===== config.mk =====
export PLATFORM = sky130hd
export DESIGN_NAME = play_timer_bcd_flat
export DESIGN_NICKNAME = d
export VERILOG_FILES = /design/src/rtl/play_timer_bcd_pkg.sv /design/src/rtl/play_timer_bcd_if.sv /design/src/rtl/play_timer_bcd_digit.sv /design/src/rtl/play_timer_bcd.sv /design/src/flat_wrapper.sv
export SDC_FILE = /design/constraint.sdc
export NUM_CORES = 1
export LEC_CHECK = 0
export ABC_AREA = 1
export BUFFER_PORTS_ARGS = -buffer_cell sky130_fd_sc_hd__buf_2
export CAP_MARGIN = 0
export CELL_PAD_IN_SITES_DETAIL_PLACEMENT = 0
export CELL_PAD_IN_SITES_GLOBAL_PLACEMENT = 1
export CORE_ASPECT_RATIO = 0.6
export CORE_MARGIN = 2
export CORE_UTILIZATION = 44
export CTS_CLUSTER_SIZE = 30
export DETAILED_ROUTE_END_ITERATION = 12
export GPL_ROUTABILITY_DRIVEN = 0
export PLACE_DENSITY = 0.91
export REMOVE_ABC_BUFFERS = 1
export SLEW_MARGIN = 10
export SYNTH_ARGS = -nofsm -noshare
export SYNTH_HDL_FRONTEND = slang
export SYNTH_HIERARCHICAL = 1
export SYNTH_SLANG_ARGS = --single-unit

===== constraint.sdc =====
create_clock -name clk -period 4.33 [get_ports clk]
set_input_delay 0.866 -clock clk [delete_from_list [all_inputs] [get_ports clk]]
set_output_delay 0.866 -clock clk [all_outputs]
set_load 0.05 [all_outputs]

===== src/rtl/play_timer_bcd_pkg.sv =====
// Shared types and constants for the MM:SS BCD play timer.
// State encoding, digit type, digit limits and the preset clamp helper.
package play_timer_pkg;

    typedef enum logic [1:0] {
        IDLE,
        RUN,
        PAUSED,
        DONE
    } state_t;

    typedef logic [3:0] bcd_t;

    localparam bcd_t LIM_ONES = 4'd9;
    localparam bcd_t LIM_TENS = 4'd5;

    function automatic bcd_t clamp(input bcd_t d, input bcd_t lim);
        return (d > lim) ? lim : d;
    endfunction

endpackage


===== src/rtl/play_timer_bcd_if.sv =====
// Controller/display-side bundle of the play timer.
// master = game controller + display mux, slave = timer.
interface play_timer_bcd_if;
    import play_timer_pkg::*;

    logic       clr;
    logic       load;
    logic [7:0] preset_mm;
    logic [7:0] preset_ss;
    logic       mode_down;
    logic       start;
    logic       gaming;
    logic       score_zero;
    bcd_t       digit3;
    bcd_t       digit2;
    bcd_t       digit1;
    bcd_t       digit0;
    logic       running;
    logic       expired;
    logic       tick;

    modport master (
        output clr, load, preset_mm, preset_ss,
        output mode_down, start, gaming, score_zero,
        input  digit3, digit2, digit1, digit0,
        input  running, expired, tick
    );

    modport slave (
        input  clr, load, preset_mm, preset_ss,
        input  mode_down, start, gaming, score_zero,
        output digit3, digit2, digit1, digit0,
        output running, expired, tick
    );

endinterface


===== src/rtl/play_timer_bcd_digit.sv =====
// One BCD digit counting up or down between 0 and a limit.
// carry/borrow are combinational so a step ripples within one cycle.
module bcd_digit_updown
    import play_timer_pkg::*;
(
    input  logic clk,
    input  logic rst,
    input  logic en,
    input  logic dir,
    input  bcd_t limit,
    input  logic load,
    input  bcd_t load_val,
    input  logic clr,
    output bcd_t value,
    output logic carry_out,
    output logic borrow_out
);

    always_ff @(posedge clk) begin
        if (!rst) begin
            value <= '0;
        end else if (clr) begin
            value <= '0;
        end else if (load) begin
            value <= load_val;
        end else if (en) begin
            if (dir)
                value <= (value == 4'd0) ? limit : value - 4'd1;
            else
                value <= (value == limit) ? 4'd0 : value + 4'd1;
        end
    end

    assign carry_out  = en && !dir && (value == limit);
    assign borrow_out = en && dir && (value == 4'd0);

endmodule


===== src/rtl/play_timer_bcd.sv =====
// MM:SS BCD play timer: up/down count, preset load, pause, expiry.
// Holds the FSM and 1 Hz prescaler; digits live in a ripple chain.
module play_timer_bcd
    import play_timer_pkg::*;
#(
    parameter int TICK_DIV   = 100_000_000,
    parameter bit SAT_AT_MAX = 1'b1
) (
    input logic             clk,
    input logic             rst,
    play_timer_bcd_if.slave bus
);

    localparam int PW = $clog2(TICK_DIV);
    localparam logic [PW-1:0] PSC_MAX = PW'(TICK_DIV - 1);
    localparam bcd_t LIM [4] = '{LIM_ONES, LIM_TENS, LIM_ONES, LIM_TENS};

    state_t        state, state_n;
    logic [PW-1:0] psc, psc_n;
    logic          dir, dir_n;
    logic          tick_q, tick_n;
    logic          exp_q, exp_n;
    logic          run_q;
    logic          step_en;
    logic          load_en;
    bcd_t          dig [4];
    bcd_t          pre [4];
    logic [3:0]    en;
    logic [3:0]    cy;
    logic [3:0]    bw;
    logic          unused_chain;

    assign pre[0] = clamp(bus.preset_ss[3:0], LIM_ONES);
    assign pre[1] = clamp(bus.preset_ss[7:4], LIM_TENS);
    assign pre[2] = clamp(bus.preset_mm[3:0], LIM_ONES);
    assign pre[3] = clamp(bus.preset_mm[7:4], LIM_TENS);

    assign en[0] = step_en;
    assign en[1] = cy[0] | bw[0];
    assign en[2] = cy[1] | bw[1];
    assign en[3] = cy[2] | bw[2];
    assign unused_chain = cy[3] ^ bw[3];

    for (genvar i = 0; i < 4; i++) begin : g_dig
        bcd_digit_updown u_dig (
            .clk       (clk),
            .rst       (rst),
            .en        (en[i]),
            .dir       (dir),
            .limit     (LIM[i]),
            .load      (load_en),
            .load_val  (pre[i]),
            .clr       (bus.clr),
            .value     (dig[i]),
            .carry_out (cy[i]),
            .borrow_out(bw[i])
        );
    end

    logic at_max;
    logic to_zero;
    logic is_zero;
    logic pre_zero;
    logic start_zero;

    assign at_max = (dig[3] == LIM_TENS) && (dig[2] == LIM_ONES)
                 && (dig[1] == LIM_TENS) && (dig[0] == LIM_ONES);
    assign is_zero = (dig[3] == 4'd0) && (dig[2] == 4'd0)
                  && (dig[1] == 4'd0) && (dig[0] == 4'd0);
    assign to_zero = (dig[3] == 4'd0) && (dig[2] == 4'd0)
                  && (dig[1] == 4'd0) && (dig[0] == 4'd1);
    assign pre_zero = (pre[3] == 4'd0) && (pre[2] == 4'd0)
                   && (pre[1] == 4'd0) && (pre[0] == 4'd0);
    // A same-cycle load decides what the countdown starts from.
    assign start_zero = bus.load ? pre_zero : is_zero;

    always_comb begin
        state_n = state;
        psc_n   = psc;
        dir_n   = dir;
        tick_n  = 1'b0;
        exp_n   = exp_q;
        step_en = 1'b0;
        load_en = 1'b0;
        unique case (state)
            IDLE: begin
                load_en = bus.load;
                if (bus.start) begin
                    psc_n = '0;
                    dir_n = bus.mode_down;
                    if (bus.mode_down && start_zero) begin
                        state_n = DONE;
                        exp_n   = 1'b1;
                    end else begin
                        state_n = RUN;
                    end
                end
            end
            RUN: begin
                if (bus.score_zero) begin
                    state_n = DONE;
                end else if (psc == PSC_MAX) begin
                    psc_n = '0;
                    if (!dir && at_max && SAT_AT_MAX) begin
                        state_n = DONE;
                        exp_n   = 1'b1;
                    end else begin
                        step_en = 1'b1;
                        tick_n  = 1'b1;
                        if (dir && to_zero) begin
                            state_n = DONE;
                            exp_n   = 1'b1;
                        end else if (!bus.gaming) begin
                            state_n = PAUSED;
                        end
                    end
                end else if (!bus.gaming) begin
                    state_n = PAUSED;
                end else begin
                    psc_n = psc + PW'(1);
                end
            end
            PAUSED: begin
                if (bus.score_zero)
                    state_n = DONE;
                else if (bus.gaming)
                    state_n = RUN;
            end
            DONE: begin
            end
            default: state_n = IDLE;
        endcase
        if (bus.clr) begin
            state_n = IDLE;
            psc_n   = '0;
            exp_n   = 1'b0;
            tick_n  = 1'b0;
            step_en = 1'b0;
            load_en = 1'b0;
        end
    end

    always_ff @(posedge clk) begin
        if (!rst) begin
            state  <= IDLE;
            psc    <= '0;
            dir    <= 1'b0;
            tick_q <= 1'b0;
            exp_q  <= 1'b0;
            run_q  <= 1'b0;
        end else begin
            state  <= state_n;
            psc    <= psc_n;
            dir    <= dir_n;
            tick_q <= tick_n;
            exp_q  <= exp_n;
            run_q  <= (state_n == RUN);
        end
    end

    assign bus.digit0  = dig[0];
    assign bus.digit1  = dig[1];
    assign bus.digit2  = dig[2];
    assign bus.digit3  = dig[3];
    assign bus.running = run_q;
    assign bus.expired = exp_q;
    assign bus.tick    = tick_q;

endmodule


===== src/flat_wrapper.sv =====
// flat-port wrapper written by rule: the top's interface ports become plain ports
module play_timer_bcd_flat import play_timer_pkg::*;
#(
    parameter int TICK_DIV   = 100_000_000,
    parameter bit SAT_AT_MAX = 1'b1
)
  (clk, rst, bus_clr, bus_load, bus_preset_mm, bus_preset_ss, bus_mode_down, bus_start, bus_gaming, bus_score_zero, bus_digit3, bus_digit2, bus_digit1, bus_digit0, bus_running, bus_expired, bus_tick);
  play_timer_bcd_if bus_i ();
  input logic clk;
  input logic rst;
  input wire logic [$bits(bus_i.clr)-1:0] bus_clr;
  input wire logic [$bits(bus_i.load)-1:0] bus_load;
  input wire logic [$bits(bus_i.preset_mm)-1:0] bus_preset_mm;
  input wire logic [$bits(bus_i.preset_ss)-1:0] bus_preset_ss;
  input wire logic [$bits(bus_i.mode_down)-1:0] bus_mode_down;
  input wire logic [$bits(bus_i.start)-1:0] bus_start;
  input wire logic [$bits(bus_i.gaming)-1:0] bus_gaming;
  input wire logic [$bits(bus_i.score_zero)-1:0] bus_score_zero;
  output wire logic [$bits(bus_i.digit3)-1:0] bus_digit3;
  output wire logic [$bits(bus_i.digit2)-1:0] bus_digit2;
  output wire logic [$bits(bus_i.digit1)-1:0] bus_digit1;
  output wire logic [$bits(bus_i.digit0)-1:0] bus_digit0;
  output wire logic [$bits(bus_i.running)-1:0] bus_running;
  output wire logic [$bits(bus_i.expired)-1:0] bus_expired;
  output wire logic [$bits(bus_i.tick)-1:0] bus_tick;
  assign bus_i.clr = bus_clr;
  assign bus_i.load = bus_load;
  assign bus_i.preset_mm = bus_preset_mm;
  assign bus_i.preset_ss = bus_preset_ss;
  assign bus_i.mode_down = bus_mode_down;
  assign bus_i.start = bus_start;
  assign bus_i.gaming = bus_gaming;
  assign bus_i.score_zero = bus_score_zero;
  assign bus_digit3 = bus_i.digit3;
  assign bus_digit2 = bus_i.digit2;
  assign bus_digit1 = bus_i.digit1;
  assign bus_digit0 = bus_i.digit0;
  assign bus_running = bus_i.running;
  assign bus_expired = bus_i.expired;
  assign bus_tick = bus_i.tick;
  play_timer_bcd #(.TICK_DIV(TICK_DIV), .SAT_AT_MAX(SAT_AT_MAX)) u_core (.clk(clk), .rst(rst), .bus(bus_i));
endmodule

==> metrics.md <==
| Metric | Value |
|---|---|
| Worst hold start | `u_core/bus.expired` |
| Grt ovf | `0` |
| Worst slew margin | `38.72%` |
| Startpoint types | `flip-flop` |
| Min cycle time layout | `between 3 and 4 ns` |
| WP data required | `approximately 4.6 ns` |
| Antenna cells | `0` |
| Post-cts resize count | `0` |
| Commonest non-fill, non-tap cell in the layout | `nand2_1` |
| Syn avg cell area | `between 5 and 6 um2` |
| H-tree Lvls | `2` |
| Commonest non-fill, non-tap cells in the layout | `276 x nand2_1, 132 x nor2_1, 118 x inv_1` |
| Core Area | `~9900 um2` |
| Leak | `2.354 nW` |
| Critical path's largest stage delay | `between 0.5 and 0.6 ns` |
| Crit-path cells | `nand2_1, nor2_1, nand2_1, nor2_1, nand2_1, nand2_1, nor2_1, inv_1, nor2_1, or2_2, inv_1, nor2_1, or2_2, inv_1, nor2_1, or2_2, nor2_1, a22oi_1, a21oi_1` |
| Hold Path Class | `reg2reg` |
| RSZ-0062 raised after global routing | `false` |
| Gr usage total | `24.02%` |
| Worst setup path start | `u_core/g_dig[1].u_dig/value[2]` |
| Total Wirelength | `~13,000 um` |
| Vias in the first global route | `4,399` |
| Hold Slack | `0.4471 ns` |
| Max Clock Skew | `~0.0044 ns` |
| Worst-skew pair later-pin latency | `0.30 ns` |
| Worst r2r src | `u_core/g_dig[1].u_dig/value[2]` |
| CP max-delay cell | `dfxtp_1` |
| Status | `finished, final reports clean` |
| Routed vias | `5,150` |
| Clk slew on worst S/H paths | `0.07 ns` |
| Slew @ Worst Pin | `0.9182 ns` |
| Antenna Nets Post-Route | `0` |
| Most used cell, CP | `nor2_1` |
| Slack of the critical path | `1.131 ns` |
| Initial DRC Count | `approximately 540` |
| Row count | `28` |
| Starting Density | `45.52%` |
| Final Util | `approximately half` |
| Die Wd | `135.0 um` |
| Synth Instances | `around 820` |
| Drt wl/cell | `between 10 and 15 um` |
| Critical Path AT | `3.42 ns` |
| Post-CTS setup buffers | `0` |
| CTS tree | `yes` |
| Synthesis Warnings | `6` |
| Bufs on Longest Clock Path | `2` |
| Num CTS Buffers | `5` |
| Slew Limit Fails | `0` |
| Worst VDD drop | `about 140 uV` |
| Period utilisation layout | `roughly 74%` |
| Dpl hpwl | `9865 um` |
| Final setup vio count | `0` |
| Post-synthesis cell area | `4529 um2` |
| CTS sink cnt | `49` |
| Final setup TNS | `0 ns` |
| Max-cap violations | `0` |
| Clock root cell | `clkbuf_16` |
| Final Hold Viols | `0` |
| Critical path type | `reg2reg` |
| Vias/cell | `4.971` |
| Largest net degree at the start of global routing | `25` |
| Antenna violations before repair | `0` |
| Dpl cells | `1,028` |
| Filler cells | `1,051` |
| Die Span Y | `82.59 um` |
| CTS Hold Bufs | `0` |
| Area delta synth->final | `13.43%` |
| Achievable clock frequency | `around 0.31 GHz` |
| Nets | `933` |
| Layout cells sized above 1 | `between 10% and 20%` |
| First-pass iteration count of the detailed router | `5` |
| Global-route wire length before repair | `21,390 um` |
| Critical Path Fanout Max | `13` |
| Non-Filler Instances | `1,036` |
| I/O pin total | `43` |
| DIE AREA | `11,150 um2` |
| Crit. End Element | `flip-flop` |
| Pwr dens | `228.5 nW/um2` |
| Remaining DRCs | `0` |
| Pre-CTS worst setup slack | `1.156 ns` |
| Port bufs | `42` |
worst paths after layout:
path                                                        to  slack [ns]  depth (start not counted)
worst max register to register  u_core/g_dig[3].u_dig/value[3]        1.13                         19
worst max-delay path            u_core/g_dig[3].u_dig/value[3]        1.13                         19
worst min register to register              u_core/bus.expired        0.45                          2
worst min-delay path                        u_core/bus.expired        0.45                          2
report_power, final:
part	total [W]	switching, W	internal, W	leakage, nW
registers	0.000475	0.0000171	0.000457	0.396
clock network	0.000476	0.000188	0.000289	0.0831
logic	0.000223	0.000156	0.0000668	1.88
per-stage QoR:
step	cell area, um2	total power (W)
global placement	4961	0.0007007
global route	5137	0.001231
finish	5137	0.001174
CTS	5137	0.001178
detailed placement	4961	0.0007033
floorplan	4554	0.0006377
routing by layer:
layer	part of all wire (%)	wire length [um]	global-route usage [%]
met2	38	4950	34.52
met4	0.56	72	4.688
met5	0	0	0
met3	7.6	979	3.358
met1	53	6884	37.53
registers in the layout, indices dropped and copies added (netlist names):
signal                    count
u_core/bus.expired            1
u_core/bus.running            1
u_core/bus.tick               1
u_core/dir                    1
u_core/g_dig.u_dig/value     16
u_core/psc                   27
u_core/state                  2
final cells by class:
cell class,count,area (um2),area share [%]
multi-input combinational,679,3126,60.84
timing repair buffer,45,232.7,4.530
clock inverter,2,37.54,0.7306
inverter,120,452.9,8.816
tap,135,168.9,3.288
sequential,49,980.9,19.09
clock buffer,6,138.9,2.703
critical path: cells and delay by family, from the launching register on:
family,cells,cell delay [ns]
simple gates,14,1.94
flops,1,0.58
compound gates,2,0.33
buf+inv,3,0.28
(Power assumes the default switching activity.)
